File: src/rtl/axis_if.sv
// axis_if: valid/ready stream bundle carrying one DATA_TYPE beat per handshake
interface axis_if #(parameter type DATA_TYPE = logic [23:0]);
    DATA_TYPE data;
    logic     vld;
    logic     rdy;
    modport master (output data, output vld, input rdy);
    modport slave  (input data, input vld, output rdy);
endinterface

File: src/rtl/pixel_stream_tx.sv
// pixel_stream_tx: raster timing generator that turns an AXI-stream into a parallel pixel bus
module pixel_stream_tx #(
    parameter int H_ACTIVE = 10,
    parameter int H_BLANK  = 3,
    parameter int V_ACTIVE = 50,
    parameter int V_BLANK  = 2
) (
    input  logic        clk,
    input  logic        rst_n,
    input  logic        en,
    axis_if.slave       axis_i,
    output logic [23:0] pdata,
    output logic        pvld,
    output logic        hsync,
    output logic        vsync,
    output logic        frame_done,
    output logic        underflow
);
    localparam int H_TOTAL = H_ACTIVE + H_BLANK;
    localparam int Y_MAX   = (V_ACTIVE > V_BLANK) ? V_ACTIVE : V_BLANK;
    localparam int XW      = (H_TOTAL > 1) ? $clog2(H_TOTAL) : 1;
    localparam int YW      = (Y_MAX > 1) ? $clog2(Y_MAX) : 1;
    localparam logic [XW-1:0] X_ACT_LAST = XW'(H_ACTIVE - 1);
    localparam logic [XW-1:0] X_LINE_END = XW'(H_TOTAL - 1);
    localparam logic [YW-1:0] Y_ACT_LAST = YW'(V_ACTIVE - 1);
    localparam logic [YW-1:0] Y_BLK_LAST = YW'(V_BLANK - 1);

    typedef enum logic [1:0] {IDLE, ACTIVE, HBLANK, VBLANK} state_t;

    state_t         state;
    logic [XW-1:0]  x;
    logic [YW-1:0]  y;
    logic           line_end;

    assign line_end   = (x == X_LINE_END);
    assign axis_i.rdy = (state == ACTIVE);

    // x runs across a whole line (active + blank); y counts active lines, then blank lines in VBLANK
    always_ff @(posedge clk or negedge rst_n) begin
        if (!rst_n) begin
            state      <= IDLE;
            x          <= '0;
            y          <= '0;
            pdata      <= '0;
            pvld       <= 1'b0;
            hsync      <= 1'b0;
            vsync      <= 1'b0;
            frame_done <= 1'b0;
            underflow  <= 1'b0;
        end else begin
            pdata      <= '0;
            pvld       <= 1'b0;
            hsync      <= 1'b0;
            vsync      <= 1'b0;
            frame_done <= 1'b0;
            case (state)
                IDLE: begin
                    if (en) begin
                        state     <= ACTIVE;
                        x         <= '0;
                        y         <= '0;
                        underflow <= 1'b0;
                    end
                end
                ACTIVE: begin
                    pvld  <= axis_i.vld;
                    pdata <= axis_i.vld ? axis_i.data : '0;
                    hsync <= 1'b1;
                    vsync <= 1'b1;
                    if (!axis_i.vld) underflow <= 1'b1;
                    x <= x + 1'b1;
                    if (x == X_ACT_LAST) state <= HBLANK;
                end
                HBLANK: begin
                    vsync <= 1'b1;
                    x     <= line_end ? '0 : x + 1'b1;
                    if (line_end) begin
                        if (y == Y_ACT_LAST) begin
                            y     <= '0;
                            state <= VBLANK;
                        end else begin
                            y     <= y + 1'b1;
                            state <= ACTIVE;
                        end
                    end
                end
                VBLANK: begin
                    x <= line_end ? '0 : x + 1'b1;
                    if (line_end) begin
                        if (y == Y_BLK_LAST) begin
                            y          <= '0;
                            frame_done <= 1'b1;
                            state      <= en ? ACTIVE : IDLE;
                        end else begin
                            y <= y + 1'b1;
                        end
                    end
                end
                default: state <= IDLE;
            endcase
        end
    end
endmodule

File: src/flat_wrapper.sv
// flat-port wrapper written by rule: the top's interface ports become plain ports
module pixel_stream_tx_flat 
#(
    parameter int H_ACTIVE = 10,
    parameter int H_BLANK  = 3,
    parameter int V_ACTIVE = 50,
    parameter int V_BLANK  = 2
)
  (clk, rst_n, en, pdata, pvld, hsync, vsync, frame_done, underflow, axis_i_data, axis_i_vld, axis_i_rdy);
  axis_if #(.DATA_TYPE(logic [23:0])) axis_i_i ();
  input  logic clk;
  input  logic rst_n;
  input  logic en;
  output logic [23:0] pdata;
  output logic pvld;
  output logic hsync;
  output logic vsync;
  output logic frame_done;
  output logic underflow;
  input wire logic [$bits(axis_i_i.data)-1:0] axis_i_data;
  input wire logic [$bits(axis_i_i.vld)-1:0] axis_i_vld;
  output wire logic [$bits(axis_i_i.rdy)-1:0] axis_i_rdy;
  assign axis_i_i.data = axis_i_data;
  assign axis_i_i.vld = axis_i_vld;
  assign axis_i_rdy = axis_i_i.rdy;
  pixel_stream_tx #(.H_ACTIVE(H_ACTIVE), .H_BLANK(H_BLANK), .V_ACTIVE(V_ACTIVE), .V_BLANK(V_BLANK)) u_core (.clk(clk), .rst_n(rst_n), .en(en), .axis_i(axis_i_i), .pdata(pdata), .pvld(pvld), .hsync(hsync), .vsync(vsync), .frame_done(frame_done), .underflow(underflow));
endmodule
File: config.mk
export PLATFORM = sky130hd
export DESIGN_NAME = pixel_stream_tx_flat
export DESIGN_NICKNAME = d
export VERILOG_FILES = /design/src/rtl/axis_if.sv /design/src/rtl/pixel_stream_tx.sv /design/src/flat_wrapper.sv
export SDC_FILE = /design/constraint.sdc
export NUM_CORES = 1
export LEC_CHECK = 0
export CAP_MARGIN = 25
export CORE_ASPECT_RATIO = 0.8
export CORE_MARGIN = 2
export CORE_UTILIZATION = 30
export CTS_CLUSTER_DIAMETER = 200
export DETAILED_ROUTE_END_ITERATION = 8
export PLACE_DENSITY = 0.52
export SLEW_MARGIN = 20
export SYNTH_ARGS = -nofsm -noshare
export SYNTH_HDL_FRONTEND = slang
export SYNTH_SLANG_ARGS = --single-unit
File: constraint.sdc
create_clock -name clk -period 4.3 [get_ports clk]
set_input_delay 0.645 -clock clk [delete_from_list [all_inputs] [get_ports clk]]
set_output_delay 0.645 -clock clk [all_outputs]
set_load 0.01 [all_outputs]
==> flow_metrics.tcl <==
set metrics [dict create \
    status "finished, final reports clean" \
    htreeDepth 2 \
    cts.sinks 41 \
    synth_fp_nets 192 \
    timing.final.crit_share_pct 69.4 \
    cts_hold_buf 0 \
    final_nets 251 \
    rows 25 \
    worstHoldPathType "in -> async" \
    cts_tree "done" \
    synth_area_um2 1780 \
    areaGrowthSynthToFinish_pct 42.2 \
    cp_slowest_cell "ha_1" \
    p_per_area_nw_per_um2 522 \
    worstSetupStartpointType "register" \
    critical_path_buf_inv_count 2 \
    grt_setup_unrepaired "false" \
    finalSetupViolations 0 \
    drtAntennaViolNets 0 \
    setup_ws_ns 1.32 \
    final_common_cell "clkdlybuf4s50_1" \
    tightest_slew_ns 0.909 \
    routedWlPerCell_um 14.3 \
    fin_tns_setup_ns 0 \
    yosysSeqAreaShare_pct 57.7 \
    fmax_mhz 335 \
    dpl-instance-area_um2 2420 \
    root_buffer "clkbuf_8" \
    worstPathArrival_ns 2.34 \
    fp.dieH_um 72.9 \
    cts-buffers-inserted 5 \
    dr.pass1.iters 4 \
    vias 1382 \
    ctsLongestPathBuffers 2 \
    initial_utilization_pct 30.6 \
    stdcell_area_um2 2530 \
    cp_top_family "buffers and inverters" \
    grt_pass1_wl_um 6860 \
    avgSynthCellArea_um2 11.5 \
    track_usage_pct 13.5 \
    hold_viol 0 \
    antenna_cells 0 \
    final_cell_mix "clkdlybuf4s50_1, dfrtp_1, and3_1" \
    grt_pass1_vias 1399 \
    drive_above_1_share_pct 7.94 \
    cts_setup_buffers 0 \
    worstPathMaxFanout 31 \
    path_cells "inv_1, ha_1, clkdlybuf4s50_1" \
    p_total_mw 1.32 \
    routabilityCongestion 0.797 \
    path_clk_slew_ns 0.08 \
    ios 58 \
    cts_resized 0 \
    drt-total-wl_um 4210 \
    grt_start_max_net_pins 42 \
    die_w_um 90.1 \
    postSynthCellCount 154 \
    viasPerCell 4.68 \
    slew_viol_final 0 \
    end_kind "primary output" \
    vdd_drop_max_uv 276 \
    grt_overflow 0 \
    synth.distinct_cells 35 \
    maxCapViolCount 0 \
    dpl_worst_slack_ns 1.61 \
    fp.coreArea_um2 5820 \
    clk_latency_ns 0.29 \
    portBuffers 57 \
    hpwl_um 3010 \
    reg2reg_depth 5 \
    die_area_um2 6560 \
    cpPeakStageDelay_ns 0.77 \
    leakagePower_nw 1.17 \
    crit_type "reg -> out" \
    cp.depth 3 \
    drc 0 \
    drt-initial-drc-count 64 \
    yosys_register_bits 41 \
    required_ns 3.65 \
    fill_cells 559 \
    max-slew-margin-rel_pct 39.4 \
    antenna_found_initial 0 \
    clock_skew_ns 0.00496 \
    post-route-min-period_ns 2.98 \
    yosysWarnings 0 \
]
==> per-stage QoR <==
step,cells,hold WS (ns),utilization (%)
floorplan,154,0.349,-
global placement,286,0.514,41.6
detailed placement,286,0.542,41.6
CTS,294,0.504,43.1
global route,295,0.240,43.5
finish,295,0.230,43.5
==> cell families after synthesis <==
| logic type | after synthesis | share of synthesized area (%) |
|---|---|---|
| simple gates | 64 | 21.0 |
| flops | 41 | 57.7 |
| compound gates | 24 | 10.6 |
| buf+inv | 14 | 2.96 |
| fa+ha+maj | 10 | 7.04 |
| mux | 1 | 0.633 |
==> final timing paths <==
path                                              startpoint                      endpoint  slack (ns)
worst max register to register   u_core.state[1]$_DFFE_PN0P_   u_core.state[0]$_DFFE_PN0P_        2.17
min in group clk                u_core.underflow$_DFFE_PN0P_  u_core.underflow$_DFFE_PN0P_        0.55
worst min register to register  u_core.underflow$_DFFE_PN0P_  u_core.underflow$_DFFE_PN0P_        0.55
worst max-delay path             u_core.state[1]$_DFFE_PN0P_                    axis_i_rdy        1.32
worst min-delay path                                   rst_n       u_core.x[1]$_DFFE_PN0N_        0.23
max in group asynchronous                              rst_n    u_core.pdata[21]$_DFF_PN0_        3.62
==> registers in the layout (all words and copies together), names as in the netlist <==
name	cells
u_core.frame_done	1
u_core.state	2
u_core.underflow	1
u_core.pdata	24
u_core.y	6
u_core.pvld	1
u_core.x	4
u_core.hsync	1
u_core.vsync	1
==> synth_stat cells <==
library cell / n / area share, %
dfrtp_1: 41 / 58
and3_1: 26 / 9.1
ha_1: 10 / 7.0
nand2_1: 9 / 1.9
inv_1: 8 / 1.7
clkbuf_1: 6 / 1.3
nand3_1: 5 / 1.4
nand4_1: 5 / 1.8
a31oi_1: 4 / 1.4
a21oi_1: 3 / 0.84
nor2_1: 3 / 0.63
nor3_1: 3 / 0.84
o22ai_1: 3 / 1.1
o31ai_1: 3 / 1.3
a211oi_1: 2 / 0.84
nand3b_1: 2 / 0.84
nor2b_1: 2 / 0.70
o21ai_0: 2 / 0.56
a211o_4: 1 / 0.99
a22o_1: 1 / 0.49
a22oi_1: 1 / 0.42
a41oi_1: 1 / 0.49
and2_1: 1 / 0.35
mux2_2: 1 / 0.63
nand2b_1: 1 / 0.35
nand4b_1: 1 / 0.49
nor3b_1: 1 / 0.42
nor4_1: 1 / 0.35
o211ai_2: 1 / 0.70
o311ai_2: 1 / 0.92
o41a_1: 1 / 0.63
or2_2: 1 / 0.35
or2_4: 1 / 0.49
or3_1: 1 / 0.35
or3b_4: 1 / 0.63
==> layer usage <==
metal	vias up	track usage (%)	wire length (um)
met2	33	24.9	2190
met4	0	5.64	59
met5	-	0	0
li1	674	-	-
met3	6	3.72	167
met1	669	15.0	1790
==> power breakdown <==
group / leakage [nW] / internal (mW) / switching (mW)
Sequential: 0.555 / 0.459 / 0.0531
Combinational: 0.573 / 0.273 / 0.290
Clock: 0.0439 / 0.112 / 0.132
==> cell type report <==
class / instances / area, um2 / share of cell area [%]
Sequential cell: 41 / 1030 / 40.6
Clock buffer: 5 / 68.8 / 2.72
Multi-Input combinational cell: 99 / 699 / 27.7
Tap cell: 81 / 101 / 4.01
Inverter: 8 / 30.0 / 1.19
Timing Repair Buffer: 58 / 586 / 23.2
Clock inverter: 3 / 17.5 / 0.693
Note: power is estimated with default switching activity, not from simulation.
==> variant: new RTL, same flow settings <==
`H_ACTIVE` is set to 10 in 2 places; all go to 9.
--- a/src/rtl/pixel_stream_tx.sv
+++ b/src/rtl/pixel_stream_tx.sv
@@ -1,5 +1,5 @@
 // pixel_stream_tx: raster timing generator that turns an AXI-stream into a parallel pixel bus
 module pixel_stream_tx #(
-    parameter int H_ACTIVE = 10,
+    parameter int H_ACTIVE = 9,
     parameter int H_BLANK  = 3,
     parameter int V_ACTIVE = 50,
--- a/src/flat_wrapper.sv
+++ b/src/flat_wrapper.sv
@@ -2,5 +2,5 @@
 module pixel_stream_tx_flat 
 #(
-    parameter int H_ACTIVE = 10,
+    parameter int H_ACTIVE = 9,
     parameter int H_BLANK  = 3,
     parameter int V_ACTIVE = 50,
Function: same outputs for any inputs over 10 cycles, from zero or initial values and one cycle with rst_n low; that may be too few to reach the edited logic, so the function may still have changed.
==> variant against the unedited design <==
Area after synthesis is 2.5% higher; routed wire length rose by 3.3%; utilization hardly changed; sequential share of layout area fell by 0.42 points; sequential cell count is the same; die area up 2.3%; first-iteration DRC count increased by 47%; worst setup slack worse by 0.059 ns; cell area rose by 1.0%; critical path type unchanged; largest cell class unchanged.
Power is not compared: it rests on default switching activity, and its combinational part moved more than twofold at a synthesized area within 25%.
==> variant: results (changes against the unedited design) <==
[metrics] outcome: completed
[metrics] setup slack, reg-to-reg: 1.80 ns (-0.37 ns)
[metrics] delay of the slowest critical-path stage: 0.83 ns (+0.06 ns)
[metrics] final-stage net count: 253 (+0.80%)
[metrics] end of the worst register-to-register path: u_core.y[5]
[metrics] via count of the first global-routing pass: 1376 (-1.6%)
[metrics] Detailed Place HPWL: 3.14 mm (+4.3%)
[metrics] Layout fillers: 587 (+5.0%)
[metrics] ranking of synthesized cells by instance count: dfrtp_1 (41), and3_1 (25), nand2_1 (10), ha_1 (9), inv_1 (8)
[metrics] number of standard cells in the layout, taps in and fillers out: 297 (+0.68%)
[metrics] gate count of the mapped netlist: 158 (+2.6%)
[metrics] fraction of the mapped netlist area in adder cells: 6.18% (-0.86 points)
[metrics] Final GP Congestion: 0.787 (-1.3%)
[metrics] maximum resistive drop on vdd: 0.000108 V
[metrics] Antenna Diode Count: 0 (unchanged)
[metrics] fraction of the mapped netlist area in compound gates: 10.2% (-0.46 points)
[metrics] total track usage: 13.4% (-0.081 points)
[metrics] final clock skew: 0.0104 ns (+0.00548 ns)
[metrics] share of synthesized area occupied by flip-flops and latches: 56.3% (-1.4 points)
[metrics] Worst Reg-to-Reg Cells: 6 (+1)
[metrics] Net Count, Synth: 195 (+1.6%)
[metrics] main area contributors after synthesis: dfrtp_1 (56%), and3_1 (8.6%), ha_1 (6.2%)
[metrics] largest registers ranked by flip-flop count: u_core.pdata x24, u_core.y x6, u_core.x x4
[metrics] CP max FO: 33 (+6.5%)
[metrics] detailed-route wire length per cell: 14.6 um (+2.6%)
[metrics] Placed Cells: 289 (+1.0%)
[metrics] actual slew at the worst max-slew pin: 0.989 ns (+0.0805 ns)
[metrics] first-pass GRT wire length: 7.09 mm (+3.4%)
[metrics] Vias/cell: 4.78 (+2.1%)
[metrics] portion of netlist area occupied by mux cells: 0.618% (-0.015 points)
[metrics] clock buffers created by TritonCTS: 5 (unchanged)
[metrics] Synth cell types: 41 (+17%)
[metrics] ratio of cells with drive above 1 in the final layout: 9.26% (+1.3 points)
-- variant: cell types whose count changed in the layout (fill, tap and decap cells not counted), moves of 2 or more --
cell,delta
a31oi_1,-2
clkinv_2,-2
a2bb2oi_1,+2
o31ai_1,-2
a211oi_1,-2
nor2_1,+4
-- variant: cell type report --
| type | instances | share of cell area [%] |
|---|---|---|
| timing repair buffer | 58 | 22.9 |
| multi-input combinational | 102 | 28.6 |
| sequential | 41 | 40.2 |
| inverter | 8 | 1.18 |
| clock buffer | 6 | 2.84 |
| tap | 81 | 3.97 |
| clock inverter | 1 | 0.343 |
-- variant: how the worst min path moves through the flow --
stage                        endpoint  depth (start not counted)
CTS                       u_core.x[0]                          1
floorplan           u_core.frame_done                          0
finish               u_core.pdata[13]                          1
global route         u_core.pdata[13]                          1
global placement     u_core.underflow                          2
detailed placement   u_core.underflow                          2
-- variant: cell families (layout without fill, tap and decap cells) --
| logic type | Yosys count | after routing |
|---|---|---|
| buffers and inverters | 15 | 73 |
| flip-flops | 41 | 41 |
| multiplexers | 1 | 1 |
| adder cells (fa/ha/maj) | 9 | 9 |
| AND/OR/NAND/NOR | 68 | 68 |
| AO/OA/AOI/OAI | 24 | 24 |
-- variant: critical path, delay by kind of cell (launching register included) --
family                   cells  cell delay [ns]
adder cells (fa/ha/maj)      1             0.83
flip-flops                   1             0.44
buffers and inverters        2             0.86
-- variant: per-layer routing --
| metal | global-route usage [%] | part of all wire (%) |
|---|---|---|
| met1 | 16.8 | 44 |
| met2 | 23.5 | 51 |
| met3 | 2.87 | 4.0 |
| met4 | 4.55 | 0.78 |
| met5 | 0 | 0 |
-- variant: power groups by stage --
stage / Combinational, W / Clock, W / Sequential (W)
final: 0.0000377 / 0.000241 / 0.000385
after global routing: 0.0000411 / 0.000268 / 0.000385
after CTS: 0.0000363 / 0.000247 / 0.000385
after detailed placement: 0.0000358 / 0 / 0.000393
after global placement: 0.0000354 / 0 / 0.000393
after floorplan: 0.00000294 / 0 / 0.000393
-- variant: through the flow --
step	total power [W]	hold slack [ns]	setup slack [ns]	cell area, um2
floorplan	0.000396	0.349	2.53	1820
global placement	0.000428	0.504	1.63	2450
detailed placement	0.000429	0.539	1.53	2450
CTS	0.000668	0.528	1.23	2530
global route	0.000694	0.229	1.08	2550
finish	0.000664	0.225	1.26	2550
